--- config.mk ---
export PLATFORM = sky130hd
export DESIGN_NAME = cam_pixel_pack
export DESIGN_NICKNAME = d
export VERILOG_FILES = /design/src/rtl/cam_pixel_pack_pkg.sv /design/src/rtl/cam_pixel_pack.sv
export SDC_FILE = /design/constraint.sdc
export NUM_CORES = 1
export LEC_CHECK = 0
export BUFFER_PORTS_ARGS = -buffer_cell sky130_fd_sc_hd__buf_2
export CAP_MARGIN = 10
export CORE_MARGIN = 4
export CORE_UTILIZATION = 49
export DETAILED_ROUTE_END_ITERATION = 10
export PLACE_DENSITY = 0.76
export SLEW_MARGIN = 25
export SYNTH_ARGS = -nofsm -noshare
export SYNTH_HDL_FRONTEND = slang
export SYNTH_SLANG_ARGS = --single-unit
--- constraint.sdc ---
create_clock -name clk_i -period 2.4 [get_ports clk_i]
set_clock_uncertainty 0.15 [all_clocks]
set_input_delay 0.24 -clock clk_i [delete_from_list [all_inputs] [get_ports clk_i]]
set_output_delay 0.24 -clock clk_i [all_outputs]
set_load 0.05 [all_outputs]
--- src/rtl/cam_pixel_pack_pkg.sv ---
// Shared types and constants for the camera pixel packer.
package cam_pixel_pack_pkg;

    // Width of one packed pixel lane in the FIFO word.
    localparam int BYTE_W = 8;

    // Frame-level packer state.
    typedef enum logic [1:0] {
        IDLE   = 2'd0,
        ACTIVE = 2'd1,
        DROP   = 2'd2
    } state_e;

endpackage

--- src/rtl/cam_pixel_pack.sv ---
// cam_pixel_pack: truncates a one-pixel-per-clock mono camera stream to 8 bits,
// packs DATA_WIDTH/8 pixels per word and writes the downstream FIFO. The camera
// cannot stall, so a word that meets a full FIFO is lost and the remainder of
// the frame is dropped to keep word alignment.
//
// Build option: define CAM_PIXEL_PACK_STATS_EN to build the per-frame word
// counter and the saturating dropped-frame counter; otherwise both outputs
// are tied to zero.
//
// Handshake: the FIFO side has no ready; fifo_wr_en_o is asserted only when a
// word is held (out_vld_q) and fifo_full_i is low in that same cycle. A held
// word is offered for exactly one cycle and is then either written or lost.
module cam_pixel_pack
    import cam_pixel_pack_pkg::*;
#(
    parameter int PIX_WIDTH  = 10,
    parameter int DATA_WIDTH = 32,
    parameter int CNT_WIDTH  = 16
) (
    input  logic                  clk_i,
    input  logic                  rst_n_i,
    input  logic                  frame_start_i,
    input  logic                  line_end_i,
    input  logic                  pix_valid_i,
    input  logic [PIX_WIDTH-1:0]  pix_data_i,
    input  logic                  fifo_full_i,
    output logic                  fifo_wr_en_o,
    output logic [DATA_WIDTH-1:0] fifo_wdata_o,
    output logic                  frame_drop_o,
    output logic [CNT_WIDTH-1:0]  word_cnt_o,
    output logic [CNT_WIDTH-1:0]  drop_cnt_o
);

    localparam int PPW   = DATA_WIDTH / BYTE_W;
    localparam int IDX_W = (PPW > 1) ? $clog2(PPW) : 1;
    localparam logic [IDX_W-1:0] IDX_LAST = IDX_W'(PPW - 1);

    state_e                state_q, state_d;
    logic [IDX_W-1:0]      idx_q, idx_d;
    logic [DATA_WIDTH-1:0] pack_q, pack_d;
    logic [DATA_WIDTH-1:0] out_q, out_d;
    logic                  out_vld_q, out_vld_d;

    logic [BYTE_W-1:0]     pix_byte;
    logic                  wr_fire;
    logic                  wr_lost;
    logic                  proc_en;
    int                    lane_base;

    // Keep the upper 8 bits of the pixel; the low bits are discarded.
    assign pix_byte = pix_data_i[PIX_WIDTH-1 -: BYTE_W];

    generate
        if (PIX_WIDTH > BYTE_W) begin : g_pix_lsb
            logic unused_pix_lsb;
            assign unused_pix_lsb = ^pix_data_i[PIX_WIDTH-BYTE_W-1:0];
        end
    endgenerate

    // A held word is either written this cycle or lost to a full FIFO.
    assign wr_fire = out_vld_q & ~fifo_full_i;
    assign wr_lost = out_vld_q &  fifo_full_i;

    assign fifo_wr_en_o = wr_fire;
    assign fifo_wdata_o = out_q;
    assign frame_drop_o = (state_q == DROP);

    // Next-state, packing and word hand-off logic.
    always_comb begin
        state_d   = state_q;
        idx_d     = idx_q;
        pack_d    = pack_q;
        out_d     = out_q;
        out_vld_d = 1'b0;
        proc_en   = 1'b0;
        lane_base = 0;

        if (frame_start_i) begin
            // New frame wins everywhere; a same-cycle pixel is pixel 0.
            state_d = ACTIVE;
            idx_d   = '0;
            pack_d  = '0;
            proc_en = 1'b1;
        end else if (wr_lost) begin
            // Lost word breaks alignment: drop the rest of this frame.
            state_d = DROP;
            idx_d   = '0;
            pack_d  = '0;
        end else if (state_q == ACTIVE) begin
            proc_en = 1'b1;
        end

        if (proc_en) begin
            if (pix_valid_i) begin
                lane_base = int'(idx_d) * BYTE_W;
                pack_d[lane_base +: BYTE_W] = pix_byte;
                if (idx_d == IDX_LAST) begin
                    out_d     = pack_d;
                    out_vld_d = 1'b1;
                    pack_d    = '0;
                    idx_d     = '0;
                end else begin
                    idx_d = idx_d + 1'b1;
                end
            end
            // Flush a partial word at end of line; unused lanes are already zero.
            if (line_end_i && (idx_d != '0)) begin
                out_d     = pack_d;
                out_vld_d = 1'b1;
                pack_d    = '0;
                idx_d     = '0;
            end
        end
    end

    // State, pack and output registers with synchronous active-low reset.
    always_ff @(posedge clk_i) begin
        if (!rst_n_i) begin
            state_q   <= IDLE;
            idx_q     <= '0;
            pack_q    <= '0;
            out_q     <= '0;
            out_vld_q <= 1'b0;
        end else begin
            state_q   <= state_d;
            idx_q     <= idx_d;
            pack_q    <= pack_d;
            out_q     <= out_d;
            out_vld_q <= out_vld_d;
        end
    end

`ifdef CAM_PIXEL_PACK_STATS_EN
    logic [CNT_WIDTH-1:0] word_cnt_q, word_cnt_d;
    logic [CNT_WIDTH-1:0] drop_cnt_q, drop_cnt_d;

    // Saturating words-written-this-frame and frames-dropped counters.
    always_comb begin
        word_cnt_d = word_cnt_q;
        drop_cnt_d = drop_cnt_q;
        if (frame_start_i) begin
            word_cnt_d = '0;
        end else if (wr_fire && (word_cnt_q != '1)) begin
            word_cnt_d = word_cnt_q + 1'b1;
        end
        if (wr_lost && (drop_cnt_q != '1)) begin
            drop_cnt_d = drop_cnt_q + 1'b1;
        end
    end

    // Counter registers.
    always_ff @(posedge clk_i) begin
        if (!rst_n_i) begin
            word_cnt_q <= '0;
            drop_cnt_q <= '0;
        end else begin
            word_cnt_q <= word_cnt_d;
            drop_cnt_q <= drop_cnt_d;
        end
    end

    assign word_cnt_o = word_cnt_q;
    assign drop_cnt_o = drop_cnt_q;
`else
    assign word_cnt_o = '0;
    assign drop_cnt_o = '0;
`endif

endmodule
==> flow_summary.ini, run 1 <==
[die]
ios = 82
dieWidth_microns = 96.1
die_area_sq_um = 9230
num_rows = 31
dieHeight_microns = 96.1
core_sq_um = 7410
initial_utilization = 0.513

[worst_setup_path]
critPathMaxFanout = 14
path_class = reg2reg
start_kind = register
arrival_ns = 2.39
crit_chain = a21oi_4, nand2_4, ha_4, inv_2, a31oi_4, o32a_4, buf_4, o21ai_0, a21oi_1
cpPeakStageDelay_ns = 0.44
crit_required_ns = 2.48
end_kind = register
critPathSlowestCell = o32a_4

[placement]
place_area_sq_um = 4100
portBuffers = 47
placed_cells = 562
place_congestion = 0.922
hpwl_microns = 6400

[clocking]
cts_tree = built
root_buffer = clkbuf_8
clock_latency_ns = 0.35
cts_made_buffers = 9
clockBufferDepth = 2
cts_hold_buffers = 0
htreeDepth = 3
clk_pin_slew_worst_paths_ns = 0.06
cts_sinks = 69

[timing]
setup_viol = 0
final-hold-violation-count = 0
period_share = 0.963
tns_ns = 0
worst_pin_slew_ns = 0.894
slew_headroom = 0.402
fmax_ghz = 0.433
drv_slew = 0
worst_hold_slack_ns = 0.0329
rsz0062_at_grt = no
post-route-min-period_ns = 2.31

[drt]
routed_wl_microns = 9170
wl_per_cell_microns = 15.9
vias = 3278
drc = 0
viasPerCell = 5.68
first_pass_iters = 5
drt_iter0_markers = 218
antenna_left = 0

[logic_synthesis]
ys_ff_latch = 69
synth-edff-count = 0
yosysSeqAreaShare = 0.363
ys_top_cells_by_area = dfxtp_1 (36%), buf_4 (7.1%), a32o_1 (6.3%), nor2b_1 (5.9%), mux2i_1 (5.8%)
syn_inst = 426
ys_types = 41
ys.flop_type = dfxtp_1
yosys-top-cells-count = dfxtp_1 (69), nand2_1 (37), buf_4 (36), nor2b_1 (36)
synth_top_area_share = 0.363
syn_area_sq_um = 3800
ys_warn_count = 0
synth_top_cell_by_area = dfxtp_1
synthArstFlopShare = 0
synthMostInstantiatedCell = dfxtp_1
syn_area_per_cell_sq_um = 8.93

[finish]
drive_above_1_share = 0.215
fillers = 676
syn2layout_area_growth_pct = 12.6
stdcell_area_sq_um = 4280
utilization = 0.578
final_nets = 495
finalNonFillerCells = 577
n_antenna_cell = 0

[run]
max_cap_viol_count = 0

[pwr]
p_per_area_nw_per_um2 = 603
p_leak_uw = 0.00180
irDropWorstVdd_uv = 354

[global_routing]
grt_use_total = 0.205
antenna_found_initial = 0
grt_max_degree = 26
grt_overflow = 0
grt_pass1_wl_microns = 14600
grt_pass1_vias = 2945

[outcome]
status = finished, final reports clean

[hold_path]
hp-class = in2reg
==> where the power goes <==
| part | internal [uW] | total (uW) | switching [uW] |
|---|---|---|---|
| logic | 157 | 577 | 419 |
| registers | 1180 | 1200 | 18.9 |
| clock network | 395 | 805 | 410 |
==> metal layers <==
metal | share of wire | vias to the layer above | global-route usage
met5 | 0 | - | 0
met3 | 0.064 | 15 | 0.0485
met4 | 0.016 | 0 | 0.0794
met2 | 0.48 | 119 | 0.335
li1 | - | 1595 | -
met1 | 0.43 | 1549 | 0.261
==> repair_timing <==
item	4_1_cts	5_1_grt
pin swaps	0	3
resized for setup	3	10
setup buffers	0	0
setup endpoints to repair	24	60
==> final cells by class <==
| class | instances | area (sq um) | share of cell area |
|---|---|---|---|
| Multi-Input combinational cell | 316 | 2140 | 0.500 |
| Clock buffer | 13 | 149 | 0.0348 |
| Sequential cell | 69 | 1380 | 0.323 |
| Timing Repair Buffer | 73 | 459 | 0.107 |
| Inverter | 5 | 18.8 | 0.00438 |
| Tap cell | 99 | 124 | 0.0289 |
| Clock inverter | 2 | 10.0 | 0.00234 |
==> cells by family (layout without fill, tap and decap cells) <==
kind of cell | Yosys count | count (layout) | share of synthesized area
XOR/XNOR | 1 | 1 | 0.00230
other | 1 | 32 | 0.000986
AND/OR/NAND/NOR | 113 | 113 | 0.157
multiplexers | 22 | 22 | 0.0579
buffers and inverters | 72 | 93 | 0.117
adder cells (fa/ha/maj) | 5 | 5 | 0.0165
AO/OA/AOI/OAI | 143 | 143 | 0.285
flip-flops | 69 | 69 | 0.363
==> final timing paths <==
kind                                    start              end  slack, ns  depth (start not counted)
worst max-delay path                out_vld_q  fifo_wdata_o[9]       0.09                          9
worst min-delay path            frame_start_i       state_q[1]       0.03                          2
worst max register to register      out_vld_q  fifo_wdata_o[9]       0.09                          9
worst min register to register     pack_q[31]       pack_q[31]       0.31                          1
==> through the flow <==
step	setup slack, ns	power, uW
finish	0.0899	2580
global route	0.000916	2690
CTS	0.0153	2590
detailed placement	-0.0307	1790
global placement	0.0214	1780
floorplan	0.00640	1700
==> state kept, by name, summed over array words and instances, names as in the netlist <==
| name | flops |
|---|---|
| state_q | 2 |
| idx_q | 2 |
| pack_q | 32 |
| fifo_wdata_o | 32 |
| out_vld_q | 1 |
==> critical path, delay by kind of cell (launching register included) <==
family | cells | cell delay (ns)
compound gates | 5 | 1.02
flops | 1 | 0.35
fa+ha+maj | 1 | 0.28
buf+inv | 2 | 0.28
simple gates | 1 | 0.11
==> layout by cell type (no fill, tap or decap), types with 2 or more instances in the layout <==
cell	count
dfxtp_1	68
buf_2	47
nor2b_1	36
nand2_1	35
conb_1	32
a32o_1	24
a22oi_1	24
buf_4	23
mux2i_1	22
a21oi_1	17
a22o_1	16
o22ai_1	16
nor2_1	13
o21ai_0	13
and2_1	11
a31oi_1	11
clkbuf_8	10
o21a_1	5
o21ai_1	5
inv_1	4
nor2_2	4
ha_1	4
nand2_4	3
a32oi_1	3
o32a_1	3
clkbuf_1	3
nand2b_1	2
nor3_4	2
clkinv_2	2
buf_12	2
Note: power is estimated with default switching activity, not from simulation.
==> run 2: changes to the inputs <==
- CELL_PAD_IN_SITES_DETAIL_PLACEMENT: default -> 2
- CELL_PAD_IN_SITES_GLOBAL_PLACEMENT: default -> 2
- CORE_UTILIZATION: 49 -> 29
- PLACE_DENSITY: 0.76 -> default
- PLACE_DENSITY_LB_ADDON: default -> 0.1
- clock period: 2.4 -> 2.02 ns (I/O delays scaled with it)
==> flow_summary.ini, run 2 (synthesized netlist as in run 1, its figures left out) <==
[finish]
fillers = 1444
layout_common_cells = dfxtp_1 (68), buf_2 (47), nor2b_1 (36)
final_nets = 521
drive_above_1_share = 0.361
syn2layout_area_growth_pct = 33.9
n_antenna_cell = 0
layout_commonest_cell = dfxtp_1

[clocking]
clock_latency_ns = 0.34
cts_hold_buffers = 0
clk_pin_slew_worst_paths_ns = 0.05
htreeDepth = 3
root_buffer = clkbuf_16
cts_made_buffers = 9
cts_tree = built
cts_sinks = 69
clockBufferDepth = 2

[timing]
final-hold-violation-count = 0
slew_headroom = 0.636
rsz0062_at_grt = yes
setup_slack_ns = -0.272
drv_slew = 0
post-route-min-period_ns = 2.29
setup_viol = 66
fmax_ghz = 0.436
period_share = 1.13
tns_ns = -14.18
worst_pin_slew_ns = 0.546

[global_routing]
grt_pass1_wl_microns = 20600
antenna_found_initial = 0
grt_use_total = 0.180
grt_max_degree = 42
grt_pass1_vias = 3677
grt_overflow = 0

[worst_setup_path]
arrival_ns = 2.40
critPathMaxFanout = 9
reg2reg_depth = 8
crit_required_ns = 2.13
path_class = reg2reg
end_kind = register
start_kind = register

[placement]
portBuffers = 47
pre_cts_slack_ns = -0.319
hpwl_microns = 8690
place_congestion = 0.799

[run]
max_cap_viol_count = 0

[outcome]
violations = negative setup slack
status = complete, but fails checks

[drt]
routed_wl_microns = 13700
drc = 0
antenna_left = 0
drt_iter0_markers = 169
first_pass_iters = 4
wl_per_cell_microns = 20.2
vias = 3503
viasPerCell = 5.18

[hold_path]
hp-class = in2reg
whs_path_depth = 3

[die]
ios = 82
core_sq_um = 12700
dieWidth_microns = 123
initial_utilization = 0.299
die_area_sq_um = 15000
dieHeight_microns = 123
num_rows = 41

[pwr]
p_leak_uw = 0.00209
p_per_area_nw_per_um2 = 737
irDropWorstVdd_uv = 274
## run 2: changes by cell type in the layout (fill, tap and decap cells not counted), sizes merged
cell | previous run | this run
clkbuf | 13 | 14
clkinvlp | 0 | 2
buf | 73 | 94
and2 | 12 | 13
bufbuf | 0 | 1
## run 2: worst max-delay path, stage by stage (launching register included)
cell       delay (ns)
dfxtp_2          0.33
a21oi_4          0.23
nand2_4          0.12
ha_4             0.28
inv_4            0.07
a31oi_4          0.09
o32a_4           0.47
bufbuf_16        0.31
a31oi_1          0.14
## run 2: metal layers
| layer | global-route usage | wire length [microns] | up-vias | part of all wire |
|---|---|---|---|---|
| li1 | - | - | 1649 | - |
| met1 | 0.226 | 6110 | 1778 | 0.45 |
| met2 | 0.311 | 6930 | 62 | 0.51 |
| met3 | 0.0313 | 418 | 14 | 0.031 |
| met4 | 0.0637 | 210 | 0 | 0.015 |
| met5 | 0 | 0 | - | 0 |
## run 2: cell type report
class | instances | area, sq um | share of cell area
Multi-Input combinational cell | 317 | 2390 | 0.469
Sequential cell | 69 | 1380 | 0.272
Timing Repair Buffer | 98 | 815 | 0.160
Clock buffer | 11 | 243 | 0.0477
Tap cell | 172 | 215 | 0.0423
Clock inverter | 4 | 25.0 | 0.00492
Inverter | 5 | 23.8 | 0.00467
## run 2: final timing paths
path / startpoint / to / slack, ns
setup / recovery: out_vld_q / fifo_wdata_o[27] / -0.27
hold / removal: frame_start_i / state_q[1] / 0.09
setup reg to reg: out_vld_q / fifo_wdata_o[27] / -0.27
hold reg to reg: pack_q[24] / pack_q[24] / 0.31
## run 2: metrics by stage
step	instance area (sq um)	utilization	power (uW)	hold WS (ns)	cells
after floorplan	4000	-	2040	0.128	457
after global placement	4340	0.341	2190	0.294	644
after detailed placement	4340	0.341	2200	0.294	644
after CTS	4830	0.380	3720	0.0795	668
after global routing	5090	0.400	3910	0.101	676
final	5090	0.400	3750	0.0884	676
## run 2: what timing repair did
action                     in CTS  in global routing
setup endpoints to repair      66                 67
cloned                          3                  3
setup buffers                   6                  6
gates resized for setup        38                 46
pin swaps                      13                 16
## run 2: power by group
| group | internal [uW] | switching, uW |
|---|---|---|
| Clock | 853 | 602 |
| Sequential | 1400 | 26.3 |
| Combinational | 282 | 584 |
